$ cat src/rtl/imem_boot_loader_pkg.sv
// imem_boot_loader_pkg: shared types and constants for the instruction-memory boot loader
//   boot_state_e  : loader FSM states
//   HALT_WORD_DEF : default end-of-program marker
//   BYTE_W, LANES : byte-lane width and lanes per instruction word
package boot_pkg;
    typedef enum logic [2:0] {ST_LOAD, ST_WRITE, ST_HOLD, ST_RUN, ST_ERROR} boot_state_e;
    localparam logic [31:0] HALT_WORD_DEF = 32'hFFFF_FFFF;
    localparam int BYTE_W = 8;
    localparam int LANES = 4;
endpackage

$ cat src/rtl/imem_boot_loader_if.sv
// imem_boot_loader_if: byte-stream, instruction-memory and core-control bundle of the boot loader
//   master : loader side (consumes rx bytes, drives memory write and core control)
//   slave  : environment side (byte source, memory, core)
interface boot_if #(
    parameter int ADDR_W = 8
);
    logic              rx_valid;
    logic [7:0]        rx_data;
    logic              rx_ready;
    logic              imem_we;
    logic [ADDR_W-1:0] imem_addr;
    logic [31:0]       imem_wdata;
    logic              cpu_rst;
    logic              cpu_enable;
    logic              load_done;
    logic              error;
    logic [ADDR_W:0]   word_count;
    modport master (
        input  rx_valid, rx_data,
        output rx_ready, imem_we, imem_addr, imem_wdata,
        output cpu_rst, cpu_enable, load_done, error, word_count
    );
    modport slave (
        output rx_valid, rx_data,
        input  rx_ready, imem_we, imem_addr, imem_wdata,
        input  cpu_rst, cpu_enable, load_done, error, word_count
    );
endinterface

$ cat src/rtl/imem_boot_loader_word_packer.sv
// boot_word_packer: assembles four accepted bytes into a little-endian 32-bit word
//   clk          : clock
//   clear_i      : synchronous clear of byte index and word
//   accept_i     : byte accepted this cycle
//   data_i       : byte value
//   word_ready_o : the byte accepted this cycle completes the word
//   word_o       : assembled word (registered)
module boot_word_packer
    import boot_pkg::*;
(
    input  logic                      clk,
    input  logic                      clear_i,
    input  logic                      accept_i,
    input  logic [BYTE_W-1:0]         data_i,
    output logic                      word_ready_o,
    output logic [LANES*BYTE_W-1:0]   word_o
);
    logic [1:0]                idx_q;
    logic [LANES*BYTE_W-1:0]   word_q;
    always_ff @(posedge clk) begin
        if (clear_i) begin
            idx_q  <= 2'd0;
            word_q <= '0;
        end else if (accept_i) begin
            word_q[BYTE_W*idx_q +: BYTE_W] <= data_i;
            idx_q <= idx_q + 2'd1;
        end
    end
    // the 2-bit index wraps to lane 0 by itself after the last lane
    assign word_ready_o = accept_i && (idx_q == 2'd3);
    assign word_o       = word_q;
endmodule

$ cat src/rtl/imem_boot_loader.sv
// imem_boot_loader: loads a byte stream into instruction memory, then releases the core
//   clk : clock
//   rst : synchronous reset, active low
//   bus : boot_if.master (rx byte handshake, imem write port, core reset/enable, status)
module imem_boot_loader
    import boot_pkg::*;
#(
    parameter int          ADDR_W     = 8,
    parameter int          RST_CYCLES = 4,
    parameter logic [31:0] HALT_WORD  = HALT_WORD_DEF
) (
    input logic    clk,
    input logic    rst,
    boot_if.master bus
);
    localparam int CNT_W = (RST_CYCLES > 1) ? $clog2(RST_CYCLES) : 1;
    boot_state_e       state_q;
    logic [ADDR_W-1:0] addr_q;
    logic [ADDR_W:0]   word_count_q;
    logic [CNT_W-1:0]  cnt_q;
    logic              rx_ready_q;
    logic              imem_we_q;
    logic              cpu_rst_q;
    logic              cpu_enable_q;
    logic              load_done_q;
    logic              error_q;
    logic              accept;
    logic              word_ready;
    logic [31:0]       word;
    // rx_ready_q is only ever high in LOAD, so it alone qualifies acceptance
    assign accept = bus.rx_valid && rx_ready_q;
    boot_word_packer u_packer (
        .clk          (clk),
        .clear_i      (!rst),
        .accept_i     (accept),
        .data_i       (bus.rx_data),
        .word_ready_o (word_ready),
        .word_o       (word)
    );
    always_ff @(posedge clk) begin
        if (!rst) begin
            state_q      <= ST_LOAD;
            addr_q       <= '0;
            word_count_q <= '0;
            cnt_q        <= '0;
            rx_ready_q   <= 1'b0;
            imem_we_q    <= 1'b0;
            cpu_rst_q    <= 1'b1;
            cpu_enable_q <= 1'b0;
            load_done_q  <= 1'b0;
            error_q      <= 1'b0;
        end else begin
            case (state_q)
                ST_LOAD: begin
                    rx_ready_q <= !word_ready;
                    if (word_ready) begin
                        state_q   <= ST_WRITE;
                        imem_we_q <= 1'b1;
                    end
                end
                ST_WRITE: begin
                    imem_we_q    <= 1'b0;
                    word_count_q <= word_count_q + 1'b1;
                    if (word == HALT_WORD) begin
                        state_q <= ST_HOLD;
                        cnt_q   <= '0;
                    end else if (addr_q == {ADDR_W{1'b1}}) begin
                        state_q <= ST_ERROR;
                        error_q <= 1'b1;
                    end else begin
                        state_q    <= ST_LOAD;
                        addr_q     <= addr_q + 1'b1;
                        rx_ready_q <= 1'b1;
                    end
                end
                ST_HOLD: begin
                    if (cnt_q == CNT_W'(RST_CYCLES - 1)) begin
                        state_q      <= ST_RUN;
                        cpu_rst_q    <= 1'b0;
                        cpu_enable_q <= 1'b1;
                        load_done_q  <= 1'b1;
                    end else begin
                        cnt_q <= cnt_q + 1'b1;
                    end
                end
                default: begin
                    // RUN and ERROR are terminal; only rst leaves them
                end
            endcase
        end
    end
    assign bus.rx_ready   = rx_ready_q;
    assign bus.imem_we    = imem_we_q;
    assign bus.imem_addr  = addr_q;
    assign bus.imem_wdata = word;
    assign bus.cpu_rst    = cpu_rst_q;
    assign bus.cpu_enable = cpu_enable_q;
    assign bus.load_done  = load_done_q;
    assign bus.error      = error_q;
    assign bus.word_count = word_count_q;
endmodule

$ cat src/flat_wrapper.sv
// flat-port wrapper written by rule: the top's interface ports become plain ports
module imem_boot_loader_flat import boot_pkg::*;
#(
    parameter int          ADDR_W     = 8,
    parameter int          RST_CYCLES = 4,
    parameter logic [31:0] HALT_WORD  = HALT_WORD_DEF
)
  (clk, rst, bus_rx_valid, bus_rx_data, bus_rx_ready, bus_imem_we, bus_imem_addr, bus_imem_wdata, bus_cpu_rst, bus_cpu_enable, bus_load_done, bus_error, bus_word_count);
  boot_if #(.ADDR_W(ADDR_W)) bus_i ();
  input logic clk;
  input logic rst;
  input wire logic [$bits(bus_i.rx_valid)-1:0] bus_rx_valid;
  input wire logic [$bits(bus_i.rx_data)-1:0] bus_rx_data;
  output wire logic [$bits(bus_i.rx_ready)-1:0] bus_rx_ready;
  output wire logic [$bits(bus_i.imem_we)-1:0] bus_imem_we;
  output wire logic [$bits(bus_i.imem_addr)-1:0] bus_imem_addr;
  output wire logic [$bits(bus_i.imem_wdata)-1:0] bus_imem_wdata;
  output wire logic [$bits(bus_i.cpu_rst)-1:0] bus_cpu_rst;
  output wire logic [$bits(bus_i.cpu_enable)-1:0] bus_cpu_enable;
  output wire logic [$bits(bus_i.load_done)-1:0] bus_load_done;
  output wire logic [$bits(bus_i.error)-1:0] bus_error;
  output wire logic [$bits(bus_i.word_count)-1:0] bus_word_count;
  assign bus_i.rx_valid = bus_rx_valid;
  assign bus_i.rx_data = bus_rx_data;
  assign bus_rx_ready = bus_i.rx_ready;
  assign bus_imem_we = bus_i.imem_we;
  assign bus_imem_addr = bus_i.imem_addr;
  assign bus_imem_wdata = bus_i.imem_wdata;
  assign bus_cpu_rst = bus_i.cpu_rst;
  assign bus_cpu_enable = bus_i.cpu_enable;
  assign bus_load_done = bus_i.load_done;
  assign bus_error = bus_i.error;
  assign bus_word_count = bus_i.word_count;
  imem_boot_loader #(.ADDR_W(ADDR_W), .RST_CYCLES(RST_CYCLES), .HALT_WORD(HALT_WORD)) u_core (.clk(clk), .rst(rst), .bus(bus_i));
endmodule
$ cat config.mk
export PLATFORM = sky130hd
export DESIGN_NAME = imem_boot_loader_flat
export DESIGN_NICKNAME = d
export VERILOG_FILES = /design/src/rtl/imem_boot_loader_pkg.sv /design/src/rtl/imem_boot_loader_if.sv /design/src/rtl/imem_boot_loader_word_packer.sv /design/src/rtl/imem_boot_loader.sv /design/src/flat_wrapper.sv
export SDC_FILE = /design/constraint.sdc
export NUM_CORES = 1
export LEC_CHECK = 0
export BUFFER_PORTS_ARGS = -buffer_cell sky130_fd_sc_hd__buf_2
export CAP_MARGIN = 20
export CORE_MARGIN = 2
export CORE_UTILIZATION = 38
export CTS_BUF_LIST = sky130_fd_sc_hd__clkbuf_4 sky130_fd_sc_hd__clkbuf_8
export DETAILED_ROUTE_END_ITERATION = 6
export PLACE_DENSITY = 0.6
export SETUP_SLACK_MARGIN = 0.02
export SLEW_MARGIN = 10
export SYNTH_ARGS = -nofsm -noshare
export SYNTH_HDL_FRONTEND = slang
export SYNTH_SLANG_ARGS = --single-unit
$ cat constraint.sdc
create_clock -name clk -period 3.8 [get_ports clk]
set_clock_uncertainty 0.15 [all_clocks]
set_input_delay 1.14 -clock clk [delete_from_list [all_inputs] [get_ports clk]]
set_output_delay 1.14 -clock clk [all_outputs]
set_load 0.1 [all_outputs]
==> results.json <==
{
  "worstMarginPinSlew_ps": 807,
  "final_max_slew_viol_count": 0,
  "muxShareOfSynthArea": 0.0223,
  "hold_buffers": 0,
  "synthTopCellsByArea": "dfxtp_1 45%, a22oi_1 8.9%, nor2b_1 7.9%",
  "clock_latency_ps": 340,
  "synth_cell_types": 39,
  "hold_viol_final": 0,
  "first_pass_iters": 4,
  "clk_pin_slew_worst_paths_ps": 70,
  "fmax_mhz": 384,
  "worstHoldPathType": "reg -> reg",
  "setup_viol_count_final": 0,
  "viasPerCell": 5.04,
  "first_global_vias": 1946,
  "min-delay-start": "u_core.bus.error",
  "cts_tree": "done",
  "gp_congestion": 0.774,
  "die_x_um": 88.3,
  "antenna_left": 0,
  "postCtsSetupBuffers": 0,
  "slew_headroom": 0.460,
  "cts_made_buffers": 9,
  "synth_top_area_share": 0.452,
  "netlist_area_sq_um": 2700,
  "grt_max_degree": 39,
  "synth_warnings": 0,
  "totalWireLength_um": 6130,
  "ys_seq_area_frac": 0.452,
  "antenna_found_initial": 0,
  "cts.sinks": 61,
  "syn_nets": 297,
  "finalCritPeriodShare": 0.685,
  "critical_path_class": "reg -> out",
  "critPathMaxStageDelay_ps": 490,
  "num_vias": 2234,
  "synth_seq_cells": 61,
  "rsz0062_at_grt": "false",
  "die_y_um": 88.3,
  "cp.arrival_ps": 1310,
  "fin_setup_tns_ps": 0,
  "core-area_sq_um": 6830,
  "fin_hold_ws_ps": 293,
  "p_leak_uw": 0.00134,
  "drt_drc_violations_left": 0,
  "synth_fa_ha_area_frac": 0.0371,
  "reg2reg_from": "u_core.u_packer.idx_q[0]",
  "io_pins": 66,
  "synth_top_flop_cell": "dfxtp_1",
  "rows": 30,
  "status": "complete, no violations",
  "power-per-cell-area_nw_per_um2": 434,
  "clock_path_buffers": 2,
  "synth-edff-count": 0,
  "endpoint_kind": "primary output",
  "grt_pass1_wl_um": 9880,
  "worst_path_max_delay_cell": "dfxtp_1",
  "final_common_cell": "buf_2",
  "avgSynthCellArea_sq_um": 9.71,
  "diodes": 0,
  "io_buffers": 65,
  "cp_top_family": "flip-flops",
  "start_util": 0.395,
  "drive_gt1_frac": 0.262,
  "crit_fanout": 9,
  "peakVddDrop_mv": 0.222,
  "final_nets": 361,
  "cts.repair.resized": 0,
  "synth_xor_area_frac": 0.0227,
  "synth_compound_area_frac": 0.150,
  "min_period_ps": 2600,
  "crit_chain": "buf_2",
  "cp.required_ps": 2510,
  "synth_top_family_by_area": "simple AND/OR/NAND/NOR gates",
  "synthSimpleGateAreaFrac": 0.281,
  "crit_path_start_kind": "register",
  "globalRouteTotalUtil": 0.166,
  "area_growth_pct": 23.3,
  "wl_per_cell_um": 13.8,
  "die-area_sq_um": 7790,
  "drt_iter0_markers": 104,
  "async_flop_share": 0,
  "dp_hpwl_um": 4360,
  "overflow": 0,
  "cts_root_buffer": "clkbuf_8",
  "yosys.area.top_type": "dfxtp_1",
  "path_buf_inv": 1,
  "htree_num_levels": 3,
  "layout_common_cells": "65 x buf_2, 61 x dfxtp_1, 34 x nor2b_1",
  "critPathLaunch": "u_core.bus.rx_ready",
  "timing.max_cap.violations": 0,
  "synth_cells": 278
}
[per-layer routing]
metal	wire [um]	GRT usage
met1	2920	0.219
met3	265	0.0672
met5	0	0
met2	2880	0.252
met4	68	0.0482
[sequential cells by signal, indices dropped and copies added, names as in the netlist]
signal	flops
u_core.bus.cpu_enable	1
u_core.bus.cpu_rst	1
u_core.bus.error	1
u_core.bus.imem_addr	8
u_core.bus.imem_we	1
u_core.bus.rx_ready	1
u_core.bus.word_count	9
u_core.cnt_q	2
u_core.state_q	3
u_core.u_packer.idx_q	2
u_core.u_packer.word_o	32
[area by class of cell]
type	count	area, sq um
well taps	96	120
fillers	664	3500
repair buffers	66	333
clock inverters	3	65.1
inverters	7	26.3
multi-input cells	197	1380
clock buffers	13	179
flip-flops and latches	61	1220
[cell families (layout without fill, tap and decap cells)]
kind of cell / Yosys count / after routing
compound gates: 56 / 56
xor+xnor: 7 / 7
fa+ha+maj: 8 / 8
buf+inv: 20 / 89
flops: 61 / 61
mux: 6 / 6
simple gates: 120 / 120
[per-stage QoR]
stage	instance area [sq um]	total power (uW)	worst slack, ps	util	std cells
floorplan	2700	747	1140	-	278
global placement	3080	774	1180	0.451	427
detailed placement	3080	774	1160	0.451	427
CTS	3330	1460	1170	0.487	443
global route	3330	1500	1110	0.487	443
finish	3330	1440	1200	0.487	443
[path summary, 6_finish.rpt]
path / endpoint / slack, ps / cells past startpoint
min: u_core.bus.error / 290 / 2
min reg2reg: u_core.bus.error / 290 / 2
max reg2reg: u_core.u_packer.word_o[9] / 1370 / 6
max: bus_rx_ready / 1200 / 1
[cell usage after synthesis, types with 6 or more instances]
master and n:
nand4_1 11, a22oi_1 32, mux2i_1 6, xnor2_1 6, nand2_1 21, nor2b_1 34
and2_1 8, dfxtp_1 61, ha_1 8, inv_1 7, clkbuf_1 7, nand3_1 10
[report_power, final]
group | leakage (uW) | switching (uW) | internal (uW)
Combinational | 0.000727 | 77.8 | 26.9
Sequential | 0.000492 | 8.48 | 646
Clock | 0.000126 | 246 | 440
Total | 0.00134 | 332 | 1110
Note: power is estimated with default switching activity, not from simulation.
